`src/rtl/adc_pattern_gen_pkg.sv`:
```
// Shared constants, types and the golden word unpacker for the synthetic ADC pattern source.
package adc_pattern_pkg;

  localparam int unsigned NSAMP           = 10;
  localparam int unsigned SWIDTH          = 12;
  localparam int unsigned CSWIDTH         = 2;
  localparam int unsigned CNTW            = 16;
  localparam int unsigned BITS_PER_SAMPLE = SWIDTH + CSWIDTH;
  localparam int unsigned WORDW           = NSAMP * BITS_PER_SAMPLE;
  localparam int unsigned WIDX            = $clog2(WORDW);
  localparam int unsigned SIDX            = $clog2(SWIDTH);

  localparam logic [1:0] MODE_CONST = 2'd0;
  localparam logic [1:0] MODE_RAMP  = 2'd1;
  localparam logic [1:0] MODE_PULSE = 2'd2;

  typedef enum logic {
    IDLE = 1'b0,
    RUN  = 1'b1
  } state_t;

  typedef logic [NSAMP-1:0][SWIDTH-1:0] samples_t;

  typedef struct packed {
    logic [1:0]         mode;
    logic [SWIDTH-1:0]  level_a;
    logic [SWIDTH-1:0]  level_b;
    logic [SWIDTH-1:0]  step;
    logic [CNTW-1:0]    period;
    logic [CNTW-1:0]    width;
    logic [CNTW-1:0]    burst;
    logic [CSWIDTH-1:0] clkstr;
  } cfg_t;

  localparam cfg_t CFG_RESET = '{
    mode:    MODE_CONST,
    level_a: '0,
    level_b: '0,
    step:    '0,
    period:  CNTW'(1),
    width:   '0,
    burst:   '0,
    clkstr:  '0
  };

  // Inverse of lvds_word_pack: recover sample s from an interleaved word.
  function automatic logic [SWIDTH-1:0] unpack_sample(input logic [WORDW-1:0] word,
                                                      input int unsigned s);
    logic [SWIDTH-1:0] r;
    r = '0;
    for (int unsigned b = 0; b < SWIDTH; b++) begin
      r[SIDX'(b)] = word[WIDX'(NSAMP * b + s)];
    end
    return r;
  endfunction

  function automatic logic [CSWIDTH-1:0] unpack_clkstr(input logic [WORDW-1:0] word,
                                                       input int unsigned s);
    logic [CSWIDTH-1:0] r;
    r = '0;
    for (int unsigned c = 0; c < CSWIDTH; c++) begin
      r[c] = word[WIDX'(NSAMP * (SWIDTH + c) + s)];
    end
    return r;
  endfunction

endpackage

```
`src/rtl/adc_pattern_gen_if.sv`:
```
// Config, run-control and word output bundle between a controller and adc_pattern_gen.
interface adc_pattern_gen_if;
  import adc_pattern_pkg::*;

  logic [1:0]         cfg_mode;
  logic [SWIDTH-1:0]  cfg_level_a;
  logic [SWIDTH-1:0]  cfg_level_b;
  logic [SWIDTH-1:0]  cfg_step;
  logic [CNTW-1:0]    cfg_period;
  logic [CNTW-1:0]    cfg_width;
  logic [CNTW-1:0]    cfg_burst;
  logic [CSWIDTH-1:0] cfg_clkstr;
  logic               cfg_load;
  logic               cfg_ack;
  logic               start;
  logic               stop;
  logic               busy;
  logic [WORDW-1:0]   pat_bits;
  logic               pat_valid;
  logic               done;
  logic [CNTW-1:0]    word_count;

  modport master (
    output cfg_mode, cfg_level_a, cfg_level_b, cfg_step, cfg_period, cfg_width,
           cfg_burst, cfg_clkstr, cfg_load, start, stop,
    input  cfg_ack, busy, pat_bits, pat_valid, done, word_count
  );

  modport slave (
    input  cfg_mode, cfg_level_a, cfg_level_b, cfg_step, cfg_period, cfg_width,
           cfg_burst, cfg_clkstr, cfg_load, start, stop,
    output cfg_ack, busy, pat_bits, pat_valid, done, word_count
  );

endinterface

```
`src/rtl/adc_pattern_gen_lvds_word_pack.sv`:
```
// Combinational interleaver: sample s, bit b lands at word[NSAMP*b + s]; strobe bits above the value.
module lvds_word_pack
  import adc_pattern_pkg::*;
(
  input  samples_t           samples,
  input  logic [CSWIDTH-1:0] clkstr,
  output logic [WORDW-1:0]   word
);

  for (genvar s = 0; s < NSAMP; s++) begin : g_samp
    for (genvar b = 0; b < SWIDTH; b++) begin : g_val
      assign word[NSAMP*b + s] = samples[s][b];
    end
    for (genvar c = 0; c < CSWIDTH; c++) begin : g_str
      assign word[NSAMP*(SWIDTH + c) + s] = clkstr[c];
    end
  end

endmodule

```
`src/rtl/adc_pattern_gen.sv`:
```
// Synthetic ADC word source: constant, ramp and pulse patterns in the deserializer's interleaved format.
module adc_pattern_gen
  import adc_pattern_pkg::*;
(
  input logic              clklvds,
  input logic              rstn,
  adc_pattern_gen_if.slave bus
);

  state_t             state, state_next;
  cfg_t               cfg, cfg_in_c;
  logic               load_c, launch_c, emit_c, finish_c, pulse_hi_c;
  logic [SWIDTH-1:0]  base, launch_base_c;
  logic [CNTW-1:0]    phase, phase_inc_c, phase_next_c, period_eff_c, word_count;
  logic               cfg_ack, pat_valid, done;
  logic [WORDW-1:0]   pat_bits, word_c;
  samples_t           samples_c;

  always_comb begin
    cfg_in_c         = CFG_RESET;
    cfg_in_c.mode    = bus.cfg_mode;
    cfg_in_c.level_a = bus.cfg_level_a;
    cfg_in_c.level_b = bus.cfg_level_b;
    cfg_in_c.step    = bus.cfg_step;
    cfg_in_c.period  = bus.cfg_period;
    cfg_in_c.width   = bus.cfg_width;
    cfg_in_c.burst   = bus.cfg_burst;
    cfg_in_c.clkstr  = bus.cfg_clkstr;
  end

  // A load coinciding with start must seed the run with the incoming level.
  assign load_c        = (state == IDLE) && bus.cfg_load;
  assign launch_base_c = load_c ? cfg_in_c.level_a : cfg.level_a;

  assign period_eff_c = (cfg.period == '0) ? CNTW'(1) : cfg.period;
  assign phase_inc_c  = phase + CNTW'(1);
  assign phase_next_c = (phase_inc_c >= period_eff_c) ? '0 : phase_inc_c;
  assign pulse_hi_c   = (phase < cfg.width);

  for (genvar s = 0; s < NSAMP; s++) begin : g_samp
    assign samples_c[s] = (cfg.mode == MODE_RAMP)               ? base + SWIDTH'(s) * cfg.step :
                          (cfg.mode == MODE_PULSE && pulse_hi_c) ? cfg.level_b : cfg.level_a;
  end

  lvds_word_pack u_pack (
    .samples (samples_c),
    .clkstr  (cfg.clkstr),
    .word    (word_c)
  );

  always_comb begin
    state_next = state;
    launch_c   = 1'b0;
    emit_c     = 1'b0;
    finish_c   = 1'b0;
    case (state)
      IDLE: begin
        if (bus.start && !bus.stop) begin
          state_next = RUN;
          launch_c   = 1'b1;
        end
      end
      RUN: begin
        if (bus.stop) begin
          state_next = IDLE;
        end else if (cfg.burst != '0 && word_count == cfg.burst) begin
          state_next = IDLE;
          finish_c   = 1'b1;
        end else begin
          emit_c = 1'b1;
        end
      end
      default: state_next = IDLE;
    endcase
  end

  always_ff @(posedge clklvds or negedge rstn) begin
    if (!rstn) state <= IDLE;
    else       state <= state_next;
  end

  always_ff @(posedge clklvds or negedge rstn) begin
    if (!rstn) begin
      cfg        <= CFG_RESET;
      cfg_ack    <= 1'b0;
      done       <= 1'b0;
      pat_valid  <= 1'b0;
      pat_bits   <= '0;
      word_count <= '0;
      base       <= '0;
      phase      <= '0;
    end else begin
      cfg_ack   <= load_c;
      done      <= finish_c;
      pat_valid <= emit_c;
      if (load_c) cfg <= cfg_in_c;
      if (launch_c) begin
        word_count <= '0;
        base       <= launch_base_c;
        phase      <= '0;
      end else if (emit_c) begin
        pat_bits <= word_c;
        if (word_count != '1) word_count <= word_count + CNTW'(1);
        base  <= base + SWIDTH'(NSAMP) * cfg.step;
        phase <= phase_next_c;
      end
    end
  end

  assign bus.cfg_ack    = cfg_ack;
  assign bus.busy       = (state == RUN);
  assign bus.pat_bits   = pat_bits;
  assign bus.pat_valid  = pat_valid;
  assign bus.done       = done;
  assign bus.word_count = word_count;

endmodule

```
`src/flat_wrapper.sv`:
```
// flat-port wrapper written by rule: the top's interface ports become plain ports
module adc_pattern_gen_flat import adc_pattern_pkg::*;
  (clklvds, rstn, bus_cfg_mode, bus_cfg_level_a, bus_cfg_level_b, bus_cfg_step, bus_cfg_period, bus_cfg_width, bus_cfg_burst, bus_cfg_clkstr, bus_cfg_load, bus_start, bus_stop, bus_cfg_ack, bus_busy, bus_pat_bits, bus_pat_valid, bus_done, bus_word_count);
  adc_pattern_gen_if bus_i ();
  input logic clklvds;
  input logic rstn;
  input wire logic [$bits(bus_i.cfg_mode)-1:0] bus_cfg_mode;
  input wire logic [$bits(bus_i.cfg_level_a)-1:0] bus_cfg_level_a;
  input wire logic [$bits(bus_i.cfg_level_b)-1:0] bus_cfg_level_b;
  input wire logic [$bits(bus_i.cfg_step)-1:0] bus_cfg_step;
  input wire logic [$bits(bus_i.cfg_period)-1:0] bus_cfg_period;
  input wire logic [$bits(bus_i.cfg_width)-1:0] bus_cfg_width;
  input wire logic [$bits(bus_i.cfg_burst)-1:0] bus_cfg_burst;
  input wire logic [$bits(bus_i.cfg_clkstr)-1:0] bus_cfg_clkstr;
  input wire logic [$bits(bus_i.cfg_load)-1:0] bus_cfg_load;
  input wire logic [$bits(bus_i.start)-1:0] bus_start;
  input wire logic [$bits(bus_i.stop)-1:0] bus_stop;
  output wire logic [$bits(bus_i.cfg_ack)-1:0] bus_cfg_ack;
  output wire logic [$bits(bus_i.busy)-1:0] bus_busy;
  output wire logic [$bits(bus_i.pat_bits)-1:0] bus_pat_bits;
  output wire logic [$bits(bus_i.pat_valid)-1:0] bus_pat_valid;
  output wire logic [$bits(bus_i.done)-1:0] bus_done;
  output wire logic [$bits(bus_i.word_count)-1:0] bus_word_count;
  assign bus_i.cfg_mode = bus_cfg_mode;
  assign bus_i.cfg_level_a = bus_cfg_level_a;
  assign bus_i.cfg_level_b = bus_cfg_level_b;
  assign bus_i.cfg_step = bus_cfg_step;
  assign bus_i.cfg_period = bus_cfg_period;
  assign bus_i.cfg_width = bus_cfg_width;
  assign bus_i.cfg_burst = bus_cfg_burst;
  assign bus_i.cfg_clkstr = bus_cfg_clkstr;
  assign bus_i.cfg_load = bus_cfg_load;
  assign bus_i.start = bus_start;
  assign bus_i.stop = bus_stop;
  assign bus_cfg_ack = bus_i.cfg_ack;
  assign bus_busy = bus_i.busy;
  assign bus_pat_bits = bus_i.pat_bits;
  assign bus_pat_valid = bus_i.pat_valid;
  assign bus_done = bus_i.done;
  assign bus_word_count = bus_i.word_count;
  adc_pattern_gen u_core (.clklvds(clklvds), .rstn(rstn), .bus(bus_i));
endmodule
```
`config.mk`:
```
export PLATFORM = sky130hd
export DESIGN_NAME = adc_pattern_gen_flat
export DESIGN_NICKNAME = d
export VERILOG_FILES = /design/src/rtl/adc_pattern_gen_pkg.sv /design/src/rtl/adc_pattern_gen_if.sv /design/src/rtl/adc_pattern_gen_lvds_word_pack.sv /design/src/rtl/adc_pattern_gen.sv /design/src/flat_wrapper.sv
export SDC_FILE = /design/constraint.sdc
export NUM_CORES = 1
export LEC_CHECK = 0
export BUFFER_PORTS_ARGS = -buffer_cell sky130_fd_sc_hd__buf_2
export CAP_MARGIN = 20
export CORE_UTILIZATION = 51
export DETAILED_ROUTE_END_ITERATION = 12
export PLACE_DENSITY = 0.75
export REMOVE_ABC_BUFFERS = 1
export SETUP_SLACK_MARGIN = 0.02
export SLEW_MARGIN = 20
export SYNTH_ARGS = -nofsm -noshare
export SYNTH_HDL_FRONTEND = slang
export SYNTH_SLANG_ARGS = --single-unit
```
`constraint.sdc`:
```
create_clock -name clklvds -period 3.4 [get_ports clklvds]
set_input_delay 0.34 -clock clklvds [delete_from_list [all_inputs] [get_ports clklvds]]
set_output_delay 0.34 -clock clklvds [all_outputs]
set_load 0.05 [all_outputs]
```
==> impl_metrics.json, run 1 <==
{
  "finalPower_w": 0.0228,
  "r2r_cells": 14,
  "crit_arrival_ps": 3870,
  "synth_top_area_share_pct": 34.9,
  "hold_ws_ps": 9.37,
  "portBuffers": 252,
  "final_common_cell": "buf_2",
  "critPathTopFamily": "adder cells",
  "core_mm2": 0.0335,
  "endpoint_kind": "register",
  "rows": 67,
  "drc_errors": 0,
  "worst_pin_slew_ps": 972,
  "status": "complete, no violations",
  "syn_avg_cell_area_um2": 9.13,
  "track_usage_pct": 28.8,
  "synth_area_mm2": 0.0174,
  "finalSetupViolCount": 0,
  "synth_area_leaders": "dfrtp_1 35%, ha_1 12%, fa_1 6.3%",
  "via_per_inst": 5.66,
  "grt_max_degree": 94,
  "min_from": "bus_cfg_width[7]",
  "fin_area_mm2": 0.0215,
  "crit_required_ps": 3900,
  "critical_path_class": "register to register",
  "drv_slew": 0,
  "clock_path_buffers": 3,
  "drv_cap": 0,
  "numCtsBuffers": 28,
  "ys_ff_latch": 243,
  "die_area_mm2": 0.0348,
  "die_h_um": 187,
  "mostFrequentLayoutCells": "251 x buf_2, 240 x dfrtp_1, 209 x nand2_1, 158 x o21ai_0, 154 x ha_1",
  "clock_latency_ps": 580,
  "critical_path.startpoint_type": "register",
  "placed_cell_area_mm2": 0.0194,
  "hold_depth": 3,
  "multi_input_area_mm2": 0.0105,
  "power_density_mw_per_mm2": 1060,
  "holdCritPathClass": "input port to register",
  "drt_iter0_drc": 966,
  "yosysTopAreaCell": "dfrtp_1",
  "routed_wl_um": 50500,
  "ios": 253,
  "crit_chain": "buf_4 -> fa_1 -> inv_1 -> fa_1 -> inv_2 -> fa_2 -> a211oi_4 -> o21ai_2 -> a31oi_1 -> buf_4 -> o21ai_2 -> xnor2_1 -> mux2_4 -> o21ai_1",
  "first_pass_iters": 5,
  "critPathSlowestCell": "fa_1",
  "crit_buf_inv": 4,
  "crit_start": "u_core.cfg[52]",
  "fill_cells": 2760,
  "drt-wirelength-per-cell_um": 18.5,
  "postSynthCellCount": 1902,
  "yosysWarnings": 0,
  "crit_path_max_fanout": 4,
  "max-slew-margin-rel_pct": 35.2,
  "peakVddDrop_mv": 0.670,
  "grt_pass1_wl_um": 80900,
  "overflow": 0,
  "cts_tree": "done",
  "syn_to_final_growth_pct": 23.8,
  "grt_setup_unrepaired": "true",
  "seq_area_frac_synth_pct": 35.0,
  "post-route-period-util_pct": 99.1,
  "cts_sinks": 243,
  "vias": 15400,
  "fmax_mhz": 297,
  "p_leak_nw": 10.4,
  "cpPeakStageDelay_ps": 490,
  "cts_root_buffer": "clkbuf_16",
  "r2r_start": "u_core.cfg[52]",
  "critical_path_depth": 14,
  "async_flop_share_pct": 100,
  "die_x_um": 187,
  "synth_edf_count": 0,
  "dp_hpwl_um": 36900,
  "clk_pin_slew_ps": 70,
  "gp_congestion": 0.932,
  "regArea_mm2": 0.00608,
  "start_util_pct": 51.8,
  "antenna_found_initial": 4,
  "final_net_count": 2571,
  "ant_nets": 0,
  "ys_types": 70,
  "hold_viol": 0,
  "synth_ff_type": "dfrtp_1",
  "grt_pass1_vias": 15800,
  "finalSetupTns_ps": 0,
  "h-tree-depth": 1,
  "finalCriticalPeriod_ps": 3370,
  "drive_gt1_share_pct": 23.4,
  "clock_skew_ps": 16.6
}
layer usage:
metal	wire length [um]	share of wire, %	global-route usage (%)
met1	21100	42	36.6
met2	24900	49	49.8
met3	2740	5.4	4.76
met4	1720	3.4	9.93
met5	23	0.046	0
worst min-delay path, stage by stage:
cell and delay (ps):
buf_2 90, nand2_1 40, o21ai_0 70
cell families (layout without fill, tap and decap cells):
logic type,count (synthesis),in the layout,synth area share (%)
AND/OR/NAND/NOR,523,523,13.6
AO/OA/AOI/OAI,471,471,15.9
buffers and inverters,244,621,6.27
flip-flops,243,243,35.0
adder cells (fa/ha/maj),220,220,18.2
XOR/XNOR,136,136,6.90
multiplexers,65,65,4.16
other,0,2,0
synthesized netlist by cell type (8+ instances only):
cell and number:
dfrtp_1 242, nand2_1 209, o21ai_0 170, ha_1 165, a21oi_1 151, nor2_1 147, inv_1 141, xnor2_1 96
mux2_2 57, fa_1 55, clkbuf_1 43, xor2_1 39, nand3_1 38, buf_4 36, a21o_1 27, a211oi_1 21
nor3_1 21, a31oi_1 18, nand2b_1 18, nand4_1 17, o21a_1 16, o31ai_1 15, buf_2 13, and3_1 12
nor4_1 12, nor2b_1 10, o221ai_1 9, or3_1 9, mux2i_1 8, o211ai_1 8, o21bai_1 8
metrics by stage:
| step | worst slack, ps | utilization (%) | cells |
|---|---|---|---|
| 6_report | 32.3 | 64.1 | 2729 |
| 5_1_grt | -118 | 64.1 | 2727 |
| 4_1_cts | -19.5 | 63.0 | 2716 |
| 3_5_place_dp | -215 | 57.9 | 2592 |
| 3_3_place_gp | -128 | 57.9 | 2592 |
| 2_1_floorplan | -2600 | - | 1801 |
power breakdown:
group | internal, W | total [W] | leakage [nW] | switching (W)
sequential | 0.00373 | 0.00434 | 2.94 | 0.000609
combinational | 0.00583 | 0.0153 | 6.97 | 0.00949
clock | 0.00187 | 0.00314 | 0.467 | 0.00127
sequential cells by signal (all words and copies together), names as in the netlist:
register,count
u_core.base,12
u_core.bus.busy,1
u_core.bus.cfg_ack,1
u_core.bus.done,1
u_core.bus.pat_bits,107
u_core.bus.pat_valid,1
u_core.bus.word_count,16
u_core.cfg,88
u_core.phase,16
final timing paths:
kind | to | slack (ps)
max | u_core.bus.pat_bits[117] | 30
max in group asynchronous | u_core.cfg[51] | 2120
min | u_core.cfg[25] | 9
max reg2reg | u_core.bus.pat_bits[117] | 30
min reg2reg | u_core.bus.pat_bits[129] | 470
min in group asynchronous | u_core.bus.pat_valid | 340
cell type report:
class	instances	area share (%)
Tap cell	448	2.61
Timing Repair Buffer	427	13.2
Inverter	143	2.52
Multi-Input combinational cell	1415	48.9
Clock inverter	9	0.704
Sequential cell	243	28.3
Antenna cell	2	0.0233
Clock buffer	42	3.74
what timing repair did:
| action | in CTS | in global routing |
|---|---|---|
| endpoints found under the hold margin | 157 | 0 |
| buffers inserted | 4 | 12 |
| hold buffers | 69 | 0 |
| pin swaps | 5 | 50 |
| endpoints found under the setup margin | 3 | 25 |
| resized for setup | 15 | 67 |
No activity file was read; power rests on OpenSTA's default activity.
==> run 2, diff against run 1 <==
- PLACE_DENSITY: 0.75 -> 0.72
- clock period: 3.4 -> 3.47 ns (I/O delays scaled with it)
==> impl_metrics.json, run 2 (synthesis results as in run 1) <==
{
  "post-route-period-util_pct": 96.2,
  "status": "complete, no violations",
  "core_mm2": 0.0335,
  "critPathTopFamily": "adder cells",
  "dr_wl_met2_um": 23600,
  "cts_root_buffer": "clkbuf_16",
  "grt_pass1_wl_um": 79200,
  "drc_errors": 0,
  "regMostFlops": "u_core.bus.pat_bits",
  "syn_to_final_growth_pct": 18.8,
  "wl_met1_um": 20900,
  "clk_pin_slew_ps": 70,
  "drt_iter0_drc": 867,
  "antenna_cells": 0,
  "vias": 14900,
  "fill_cells": 2906,
  "crit_required_ps": 3960,
  "final_common_cell": "buf_2",
  "top_regs": "u_core.bus.pat_bits: 107 flops, u_core.cfg: 88 flops",
  "min_from": "bus_cfg_level_b[10]",
  "rows": 67,
  "via_per_inst": 5.60,
  "track_usage_pct": 28.3,
  "die_h_um": 187,
  "crit_chain": "fa_1 -> inv_1 -> fa_1 -> inv_2 -> fa_2 -> a211oi_2 -> o21ai_1 -> a31oi_1 -> buf_4 -> o21ai_1 -> xnor2_1 -> mux2_4 -> o21ai_2",
  "r2r_start": "u_core.cfg[50]",
  "start_util_pct": 51.8,
  "dp_hpwl_um": 37000,
  "die_x_um": 187,
  "finalCriticalPeriod_ps": 3340,
  "critical_path.startpoint_type": "register",
  "multi_input_area_mm2": 0.0104,
  "antenna_found_initial": 3,
  "numCtsBuffers": 27,
  "holdCritPathClass": "input port to register",
  "power_density_mw_per_mm2": 1040,
  "drv_cap": 0,
  "worst_pin_slew_ps": 964,
  "ant_nets": 0,
  "hold_viol": 0,
  "drive_gt1_share_pct": 22.3,
  "h-tree-depth": 1,
  "drt-wirelength-per-cell_um": 18.4,
  "crit_arrival_ps": 3830,
  "first_pass_iters": 7,
  "clock_latency_ps": 570,
  "dr_wl_met3_um": 2780,
  "critPathSlowestCell": "fa_1",
  "grt_pass1_vias": 15400,
  "hold_ws_ps": 8.92,
  "drv_slew": 0,
  "fmax_mhz": 300,
  "max-slew-margin-rel_pct": 35.7,
  "crit_buf_inv": 3,
  "fin_area_mm2": 0.0206,
  "cpPeakStageDelay_ps": 540,
  "final_net_count": 2509,
  "crit_path_max_fanout": 2,
  "critical_path_class": "register to register",
  "p_leak_nw": 10.0,
  "crit_start": "u_core.cfg[50]",
  "portBuffers": 252,
  "overflow": 0,
  "routed_wl_um": 48800,
  "peakVddDrop_mv": 0.583,
  "finalSetupViolCount": 0,
  "top_layer": "met5",
  "largest_reg_flops": 107,
  "placed_cell_area_mm2": 0.0193,
  "ios": 253,
  "mostFrequentLayoutCells": "251 x buf_2, 239 x dfrtp_1, 208 x nand2_1, 158 x o21ai_0, 158 x ha_1",
  "regArea_mm2": 0.00609,
  "grt_max_degree": 99,
  "cts_sinks": 243,
  "cts_tree": "done",
  "endpoint_kind": "register",
  "die_area_mm2": 0.0348,
  "gp_congestion": 0.930,
  "clock_skew_ps": 22.3,
  "clock_path_buffers": 3,
  "grt_setup_unrepaired": "true"
}
run 2: timing repair:
action | 4_1_cts | 5_1_grt
gates resized for setup | 8 | 44
endpoints found under the setup margin | 4 | 12
hold endpoints to repair | 90 | 0
pin swaps | 4 | 14
hold buffers | 26 | 0
buffers inserted | 2 | 8
run 2: area by class of cell:
| class | instances | area share, % |
|---|---|---|
| Multi-Input combinational cell | 1415 | 50.3 |
| Sequential cell | 243 | 29.5 |
| Timing Repair Buffer | 366 | 10.9 |
| Inverter | 143 | 2.63 |
| Tap cell | 448 | 2.72 |
| Clock buffer | 36 | 3.54 |
| Clock inverter | 9 | 0.412 |
run 2: power by group:
part           total [W]  leakage (nW)  switching [W]  internal, W
Sequential       0.00423          2.94       0.000571      0.00366
Combinational     0.0145          6.67        0.00915      0.00532
Clock            0.00274         0.390        0.00120      0.00154
run 2: per-stage QoR:
step           total power [W]  TNS (ps)  instances  setup slack (ps)  utilization, %
2_1_floorplan           0.0143   -350390       1801             -2530               -
3_3_place_gp            0.0179     -23.3       2579             -11.7            57.6
3_5_place_dp            0.0182      -248       2579              -130            57.6
4_1_cts                 0.0211         0       2652              12.5            60.9
5_1_grt                 0.0230     -86.4       2660             -44.5            61.5
6_report                0.0214         0       2660               131            61.5
run 2: path summary, 6_finish.rpt:
path	end	slack, ps	cells past startpoint
worst max-delay path	u_core.bus.pat_bits[117]	130	13
worst min-delay path	u_core.cfg[72]	9	3
worst max register to register	u_core.bus.pat_bits[117]	130	13
worst min register to register	u_core.bus.pat_bits[110]	480	2
max in group asynchronous	u_core.cfg[52]	2130	3
min in group asynchronous	u_core.bus.pat_bits[23]	330	2
run 2: tightest hold or removal path, stage by stage:
cell and delay, ps:
buf_2 70, nand2_1 40, o21ai_0 60
run 2: metal layers:
metal  vias to the layer above  global-route usage, %
met4                         4                   9.27
met5                         -                      0
met3                       111                   4.87
met2                       427                   48.6
met1                      7210                   36.1
li1                       7139                      -
